## src/rtl/pwl_coef_loader.sv

```systemverilog
// pwl_coef_loader: write-side companion to the PWL segment selector.
// Words are written into a shadow bank, the shadow breakpoints are checked for
// strict ascending order over three fixed cycles, and only an ordered table is
// copied into the active bank (all 14 words on one edge) that feeds the selector.
module pwl_coef_loader #(
  parameter int NUM_WORDS = 14,
  parameter int ADDR_W    = 4
) (
  input  logic              clk,
  input  logic              rst_n,
  input  logic              wr_valid,
  output logic              wr_ready,
  input  logic [ADDR_W-1:0] wr_addr,
  input  logic [31:0]       wr_data,
  input  logic              commit_req,
  output logic              busy,
  output logic              commit_done,
  output logic              commit_err,
  output logic              addr_err,
  output logic              table_valid,
  output logic [31:0]       x1,
  output logic [31:0]       x2,
  output logic [31:0]       x3,
  output logic [31:0]       x4,
  output logic [31:0]       m1,
  output logic [31:0]       m2,
  output logic [31:0]       m3,
  output logic [31:0]       m4,
  output logic [31:0]       m5,
  output logic [31:0]       c1,
  output logic [31:0]       c2,
  output logic [31:0]       c3,
  output logic [31:0]       c4,
  output logic [31:0]       c5
);

  typedef enum logic [2:0] {IDLE, CHK1, CHK2, CHK3, DONE} state_t;

  state_t      state;
  state_t      state_nxt;
  logic [31:0] shadow [NUM_WORDS];
  logic [31:0] active [NUM_WORDS];
  logic        ok;
  logic        wr_fire;
  logic        addr_bad;
  logic [31:0] cmp_a;
  logic [31:0] cmp_b;
  logic        cmp_lt;

  // Sign-magnitude strict less-than, same ordering the selector uses:
  // -0 sorts below +0, equal words are never ordered.
  function automatic logic sm_lt(input logic [31:0] a, input logic [31:0] b);
    if (a[31] != b[31])
      return a[31];
    else if (!a[31])
      return a[30:0] < b[30:0];
    else
      return a[30:0] > b[30:0];
  endfunction

  assign wr_fire  = wr_valid && wr_ready;
  assign addr_bad = wr_addr > ADDR_W'(NUM_WORDS - 1);

  // Select the breakpoint pair examined in the current check cycle.
  always_comb begin
    cmp_a = shadow[2];
    cmp_b = shadow[3];
    case (state)
      CHK1: begin
        cmp_a = shadow[0];
        cmp_b = shadow[1];
      end
      CHK2: begin
        cmp_a = shadow[1];
        cmp_b = shadow[2];
      end
      default: begin
        cmp_a = shadow[2];
        cmp_b = shadow[3];
      end
    endcase
    cmp_lt = sm_lt(cmp_a, cmp_b);
  end

  // State register.
  always_ff @(posedge clk or negedge rst_n) begin
    if (!rst_n) state <= IDLE;
    else        state <= state_nxt;
  end

  // Next-state and handshake/status outputs; commit requests outside IDLE are dropped.
  always_comb begin
    state_nxt   = state;
    wr_ready    = 1'b0;
    busy        = 1'b1;
    commit_done = 1'b0;
    commit_err  = 1'b0;
    case (state)
      IDLE: begin
        wr_ready = 1'b1;
        busy     = 1'b0;
        if (commit_req) state_nxt = CHK1;
      end
      CHK1: state_nxt = CHK2;
      CHK2: state_nxt = CHK3;
      CHK3: state_nxt = DONE;
      DONE: begin
        commit_done = ok;
        commit_err  = !ok;
        state_nxt   = IDLE;
      end
      default: state_nxt = IDLE;
    endcase
  end

  // Shadow writes, order accumulation, atomic copy to the active bank and status flags.
  always_ff @(posedge clk or negedge rst_n) begin
    if (!rst_n) begin
      for (int i = 0; i < NUM_WORDS; i++) begin
        shadow[i] <= '0;
        active[i] <= '0;
      end
      ok          <= 1'b0;
      table_valid <= 1'b0;
      addr_err    <= 1'b0;
    end else begin
      addr_err <= wr_fire && addr_bad;
      if (wr_fire && !addr_bad) shadow[wr_addr] <= wr_data;
      case (state)
        IDLE: if (commit_req) ok <= 1'b1;
        CHK1, CHK2: ok <= ok && cmp_lt;
        CHK3: begin
          ok <= ok && cmp_lt;
          if (ok && cmp_lt) begin
            for (int i = 0; i < NUM_WORDS; i++) active[i] <= shadow[i];
            table_valid <= 1'b1;
          end
        end
        default: ;
      endcase
    end
  end

  assign x1 = active[0];
  assign x2 = active[1];
  assign x3 = active[2];
  assign x4 = active[3];
  assign m1 = active[4];
  assign m2 = active[5];
  assign m3 = active[6];
  assign m4 = active[7];
  assign m5 = active[8];
  assign c1 = active[9];
  assign c2 = active[10];
  assign c3 = active[11];
  assign c4 = active[12];
  assign c5 = active[13];

endmodule

```

## config.mk

```make
export PLATFORM = sky130hd
export DESIGN_NAME = pwl_coef_loader
export DESIGN_NICKNAME = d
export VERILOG_FILES = /design/src/rtl/pwl_coef_loader.sv
export SDC_FILE = /design/constraint.sdc
export NUM_CORES = 1
export LEC_CHECK = 0
export CAP_MARGIN = 20
export CORE_AREA = 2 2 258 260
export DETAILED_ROUTE_END_ITERATION = 8
export DIE_AREA = 0 0 260 262
export PLACE_DENSITY_LB_ADDON = 0.2
export SYNTH_ARGS = -nofsm -noshare
export SYNTH_HDL_FRONTEND = slang
export SYNTH_SLANG_ARGS = --single-unit
```

## constraint.sdc

```tcl
create_clock -name clk -period 4.65 [get_ports clk]
set_clock_uncertainty 0.1 [all_clocks]
set_input_delay 0.6975 -clock clk [delete_from_list [all_inputs] [get_ports clk]]
set_output_delay 0.6975 -clock clk [all_outputs]
set_load 0.005 [all_outputs]
```

## Word level (Yosys, flattened, before mapping)

Cells that the tools add are included.

- $lt $le $gt $ge: 5
- Equal/unequal tests: 6
- Multiplexer cells: 15
- Bitwise operators: 1
- Reductions and logical operators: 12

Operators with widths:

| cell | count |
|---|---|
| 448-bit bitwise mux | 1 |
| 32-bit demux with 4-bit select | 1 |
| 32-bit one-hot mux with 2 select lines | 2 |
| 32-bit two-way mux | 1 |
| 31-bit > comparator | 1 |
| 31-bit less-than comparator | 1 |
| 3-bit one-hot mux with 4 select lines | 1 |
| 1-bit two-way mux | 7 |
| 3-bit by 2-bit == test with 1-bit output, second input constant | 2 |
| 5-bit >= comparator, second input constant | 1 |
| 1-bit logical AND | 5 |
| 5-bit by 1-bit less-than comparator with 1-bit output, second input constant | 1 |
| 4-bit NOT with 5-bit output | 1 |
| 4-bit > comparator, second input constant | 1 |
| 2-bit AND reduction | 2 |
| 3-bit by 1-bit == test with 1-bit output, second input constant | 1 |
| 3-bit == test, second input constant | 1 |
| 3-bit logical NOT | 1 |
| 3-bit two-way mux | 1 |
| 3-bit OR reduction | 1 |
| 1-bit logical NOT | 2 |
| 2-bit != test, second input constant | 1 |
| 1-bit one-hot mux with 2 select lines | 1 |
| 2-bit nonzero test | 1 |
| 1-bit != test | 1 |

- Register bits: 902
- Output and inout bits: 454

## Logic depth before layout (Yosys ltp)

- Word-level depth: 7
- Mapped depth: 16
- Mapped depth without buffers: 13

## Least setup slack after synthesis

OpenSTA, ideal clock, no wires.

- Path type: register -> register
- From: reg state[0]
- To: reg active (netlist bit x1[22])
- Arrival: 3,518 ps
- Data required time: 4,425 ps
- Setup slack: 907 ps
- Cell stages (with the launch flop): 16
- Path buffers: 4
- Path through: dfrtp_1 > nand2b_1 > clkbuf_1 > clkbuf_1 > o22a_1 > o22ai_1 > ha_1 > and4_1 > nand2_1 > or4_1 > a211oi_1 > a211o_1 > nand4_4 > buf_2 > buf_6 > mux2_4

- Word-level cells in the longest chain between the ends: 7

Ends and longest elaborated chain:

| item | line | RTL |
|---|---|---|
| start, declared | 39 | `state_t state;` |
| start signal, assigned | 88 | `else state <= state_nxt;` |
| 3-bit by 2-bit == test with 1-bit output / 3-bit by 1-bit == test with 1-bit output (equally long branches) | 68 | `case (state)` |
| 32-bit one-hot mux with 2 select lines | 68 |  |
| 31-bit less-than comparator / 31-bit > comparator (equally long branches) | 56, 58 |  |
| 1-bit two-way mux | 55 | `else if (!a[31])` |
| 1-bit two-way mux | 53 | `if (a[31] != b[31])` |
| 1-bit logical AND | 134 | `if (ok && cmp_lt) begin` |
| 2-bit AND reduction (no line) (*) | -- |  |
| end signal, assigned by index | 121 | `active[i] <= '0;` |
| end, declared | 42 | `logic [31:0] active [NUM_WORDS];` |

Every way passes the cells marked *; elsewhere a longest branch is shown, timed or not.
A chain may end at the register's enable or synchronous reset.

## Final worst setup path

- From: reg state[1]
- To: reg active (netlist bit m5[24])

The elaborated chain is that of the path after synthesis.

==> impl_metrics.xml <==
<?xml version="1.0" encoding="UTF-8"?>
<metrics>
  <group name="run_status">
    <metric name="outcome" unit="">completed</metric>
  </group>
  <group name="placement">
    <metric name="place_worst_setup_slack" unit="ns">0.241</metric>
    <metric name="hpwl" unit="mm">64.6</metric>
    <metric name="place.port_buffers" unit="">493</metric>
    <metric name="finalWeightedCongestion" unit="">0.898</metric>
  </group>
  <group name="global_routing">
    <metric name="grtUsageTotal" unit="">0.278</metric>
    <metric name="number_of_antenna_violations_at_the_first_check_in_global_routing" unit="">10</metric>
    <metric name="grt_pass1_wl" unit="mm">142</metric>
    <metric name="globalRoute.totalOverflow" unit="">0</metric>
    <metric name="grt_max_degree" unit="">121</metric>
    <metric name="first_global_vias" unit="">22300</metric>
  </group>
  <group name="synthesis">
    <metric name="netlist_area" unit="sq um">35600</metric>
    <metric name="yosys_most_used_dff" unit="">dfrtp_1</metric>
    <metric name="synthesis.nets" unit="">2313</metric>
    <metric name="post_synth.cell_area_avg" unit="sq um">15.9</metric>
    <metric name="proportion_of_synthesized_chip_area_in_sequential_cells" unit="">0.634</metric>
    <metric name="synth_enable_flop_cells" unit="">0</metric>
    <metric name="post_synth_inst_count" unit="">2242</metric>
    <metric name="synth-warning-count" unit="">0</metric>
    <metric name="async_flop_share" unit="">1.00</metric>
    <metric name="postSynthRegisterBits" unit="">902</metric>
    <metric name="synth.lib_cells_used.distinct" unit="">42</metric>
  </group>
  <group name="setup_path">
    <metric name="regToRegSetupSlack" unit="ns">0.23</metric>
    <metric name="startpoint_type" unit="">flop</metric>
    <metric name="critical_path.endpoint_type" unit="">flop</metric>
    <metric name="worstPathRequired" unit="ns">5.06</metric>
    <metric name="r2r.worst_path.cells" unit="">16</metric>
    <metric name="critical-path-slowest-cell" unit="">or4b_1</metric>
    <metric name="critical-path-max-stage-delay" unit="ns">0.50</metric>
    <metric name="timing.setup.critical_path_class" unit="">reg2reg</metric>
    <metric name="crit_fanout" unit="">35</metric>
    <metric name="path_cells" unit="">nor2_1 &gt; nor2_1 &gt; nand2_1 &gt; inv_2 &gt; buf_4 &gt; o22ai_1 &gt; ha_1 &gt; nand2_1 &gt; o21ai_0 &gt; or4b_1 &gt; nand4_1 &gt; a21boi_1 &gt; nand4_4 &gt; buf_12 &gt; buf_12 &gt; mux2_1</metric>
    <metric name="arrival" unit="ns">4.83</metric>
  </group>
  <group name="floorplan">
    <metric name="initial_utilization" unit="">0.546</metric>
    <metric name="dieWidth" unit="microns">260</metric>
    <metric name="io-pin-count" unit="">494</metric>
    <metric name="die_height" unit="microns">262</metric>
    <metric name="die_area" unit="sq um">68100</metric>
    <metric name="std_cell_rows" unit="">94</metric>
    <metric name="core_region_area" unit="sq um">65300</metric>
  </group>
  <group name="timing">
    <metric name="hold-worst-slack" unit="ns">0.0405</metric>
    <metric name="hold_viol_final" unit="">0</metric>
    <metric name="final-setup-viol-count" unit="">0</metric>
    <metric name="finalCriticalPeriod" unit="ns">4.42</metric>
    <metric name="unrepaired_setup_endpoints_after_global_routing" unit="">no</metric>
    <metric name="period_share" unit="">0.951</metric>
    <metric name="finalMaxSlewViolations" unit="">0</metric>
    <metric name="timing.fmax" unit="GHz">0.226</metric>
    <metric name="worstMarginPinSlew" unit="ns">1.17</metric>
    <metric name="layout_setup_ws" unit="ns">0.230</metric>
    <metric name="fin_tns_setup" unit="ns">0</metric>
    <metric name="slew_headroom" unit="">0.217</metric>
  </group>
  <group name="cts">
    <metric name="ctsLongestPathBuffers" unit="">3</metric>
    <metric name="clock-sinks" unit="">902</metric>
    <metric name="clock_slew_seen_by_the_registers_of_the_worst_setup_and_hold_paths" unit="ns">0.06</metric>
    <metric name="cts-buffers-inserted" unit="">90</metric>
    <metric name="insertion_delay" unit="ns">0.64</metric>
    <metric name="cts_root_buf" unit="">clkbuf_16</metric>
    <metric name="clock_tree_from_tritoncts" unit="">yes</metric>
    <metric name="cts.htree.levels" unit="">3</metric>
    <metric name="setup_fix_buffers_added_after_clock_tree_synthesis" unit="">0</metric>
  </group>
  <group name="power_and_ir_drop">
    <metric name="p_total" unit="uW">30400</metric>
    <metric name="power_per_cell_area" unit="nW/um^2">681</metric>
    <metric name="ir_drop" unit="uV">400</metric>
    <metric name="leakagePower" unit="uW">0.0215</metric>
  </group>
  <group name="cells_and_area">
    <metric name="final_net_count" unit="">2809</metric>
    <metric name="layout.core_utilization" unit="">0.683</metric>
    <metric name="final_common_cell" unit="">dfrtp_1</metric>
    <metric name="number_of_flip_flops_under_the_largest_register_name" unit="">448</metric>
    <metric name="drive_above_1_share" unit="">0.258</metric>
    <metric name="areaGrowthSynthToFinish" unit="%">25.3</metric>
    <metric name="regMostFlops" unit="">shadow</metric>
    <metric name="mostFrequentLayoutCells" unit="">dfrtp_1, clkdlybuf4s50_1, mux2_2</metric>
  </group>
  <group name="detailed_routing">
    <metric name="dr_total_vias" unit="">21100</metric>
    <metric name="drtAntennaViolNets" unit="">0</metric>
    <metric name="drt_iter0_drc" unit="">1375</metric>
    <metric name="wl_per_cell" unit="microns">25.7</metric>
    <metric name="drt_pre_antenna_iters" unit="">6</metric>
    <metric name="drc" unit="">0</metric>
    <metric name="drt_wl_total" unit="mm">94.4</metric>
    <metric name="vias_per_cell" unit="">5.73</metric>
  </group>
  <group name="run">
    <metric name="drv_cap" unit="">0</metric>
  </group>
  <group name="min_path">
    <metric name="hp-class" unit="">in2async</metric>
  </group>
</metrics>
[routing by layer]
layer | track usage | routed length [microns] | vias to the layer above
met2 | 0.466 | 46800 | 648
met3 | 0.0714 | 6680 | 148
met5 | 0 | 46 | -
met1 | 0.356 | 38200 | 11200
met4 | 0.0928 | 2740 | 8
li1 | - | - | 9052
[worst max-delay path, delay by kind of cell, from the launching register on]
kind                       cells  cell delay (ns)
and+or+nand+nor                7             1.22
AOI/OAI and AO/OA              3             0.66
buffers and inverters          4             1.04
muxes                          1             0.36
adders and majority gates      1             0.36
DFF                            1             0.48
[area by class of cell]
type                    instances  area (sq um)
clock inverters                29           295
well taps                     864          1080
repair buffers                557          5770
inverters                       2          7.51
clock buffers                 134          2700
flip-flops and latches        902         22600
multi-input cells            1185         12200
fillers                      4431         20700
diodes                          6          15.0
[cells in the mapped netlist, types with 18 or more instances]
master / count / area [sq um]
buf_6: 45 / 507
nand2_1: 51 / 191
buf_1: 18 / 67.6
dfrtp_1: 902 / 22600
o22ai_1: 33 / 206
ha_1: 31 / 388
a22oi_1: 31 / 233
o22a_1: 34 / 298
clkbuf_1: 74 / 278
mux2_2: 486 / 5470
mux2_1: 401 / 4520
o21ai_0: 34 / 170
[where the power goes]
part | switching [uW] | leakage (uW) | total [uW] | internal [uW]
Sequential | 2080 | 0.0120 | 13100 | 11000
Clock | 3010 | 0.00147 | 7250 | 4250
Combinational | 4220 | 0.00797 | 10000 | 5830
Total | 9300 | 0.0215 | 30400 | 21100
[cell families after synthesis]
logic type,Yosys count,synth area share
compound gates,154,0.0295
simple gates,104,0.0151
mux,896,0.284
flops,902,0.634
buf+inv,155,0.0264
fa+ha+maj,31,0.0109
[final timing paths]
| kind | start | to |
|---|---|---|
| min | rst_n | shadow[139]$_DFFE_PN0P_ |
| min reg2reg | shadow[222]$_DFFE_PN0P_ | m4[30]$_DFFE_PN0P_ |
| max in group asynchronous | rst_n | c2[26]$_DFFE_PN0P_ |
| min in group clk | shadow[222]$_DFFE_PN0P_ | m4[30]$_DFFE_PN0P_ |
| max reg2reg | state[1]$_DFFE_PN0P_ | m5[24]$_DFFE_PN0P_ |
| max | state[1]$_DFFE_PN0P_ | m5[24]$_DFFE_PN0P_ |
[timing repair]
action                                  CTS  global route
hold buffers                              0             0
endpoints found under the setup margin    0             6
hold endpoints to repair                  0             0
gates resized for setup                   0             1
[metrics by stage]
stage | cell area, sq um | cells
2_1_floorplan | 35600 | 2242
3_3_place_gp | 41500 | 3506
3_5_place_dp | 41600 | 3509
4_1_cts | 44600 | 3672
5_1_grt | 44600 | 3674
6_report | 44600 | 3679
No activity file was read; power rests on OpenSTA's default activity.
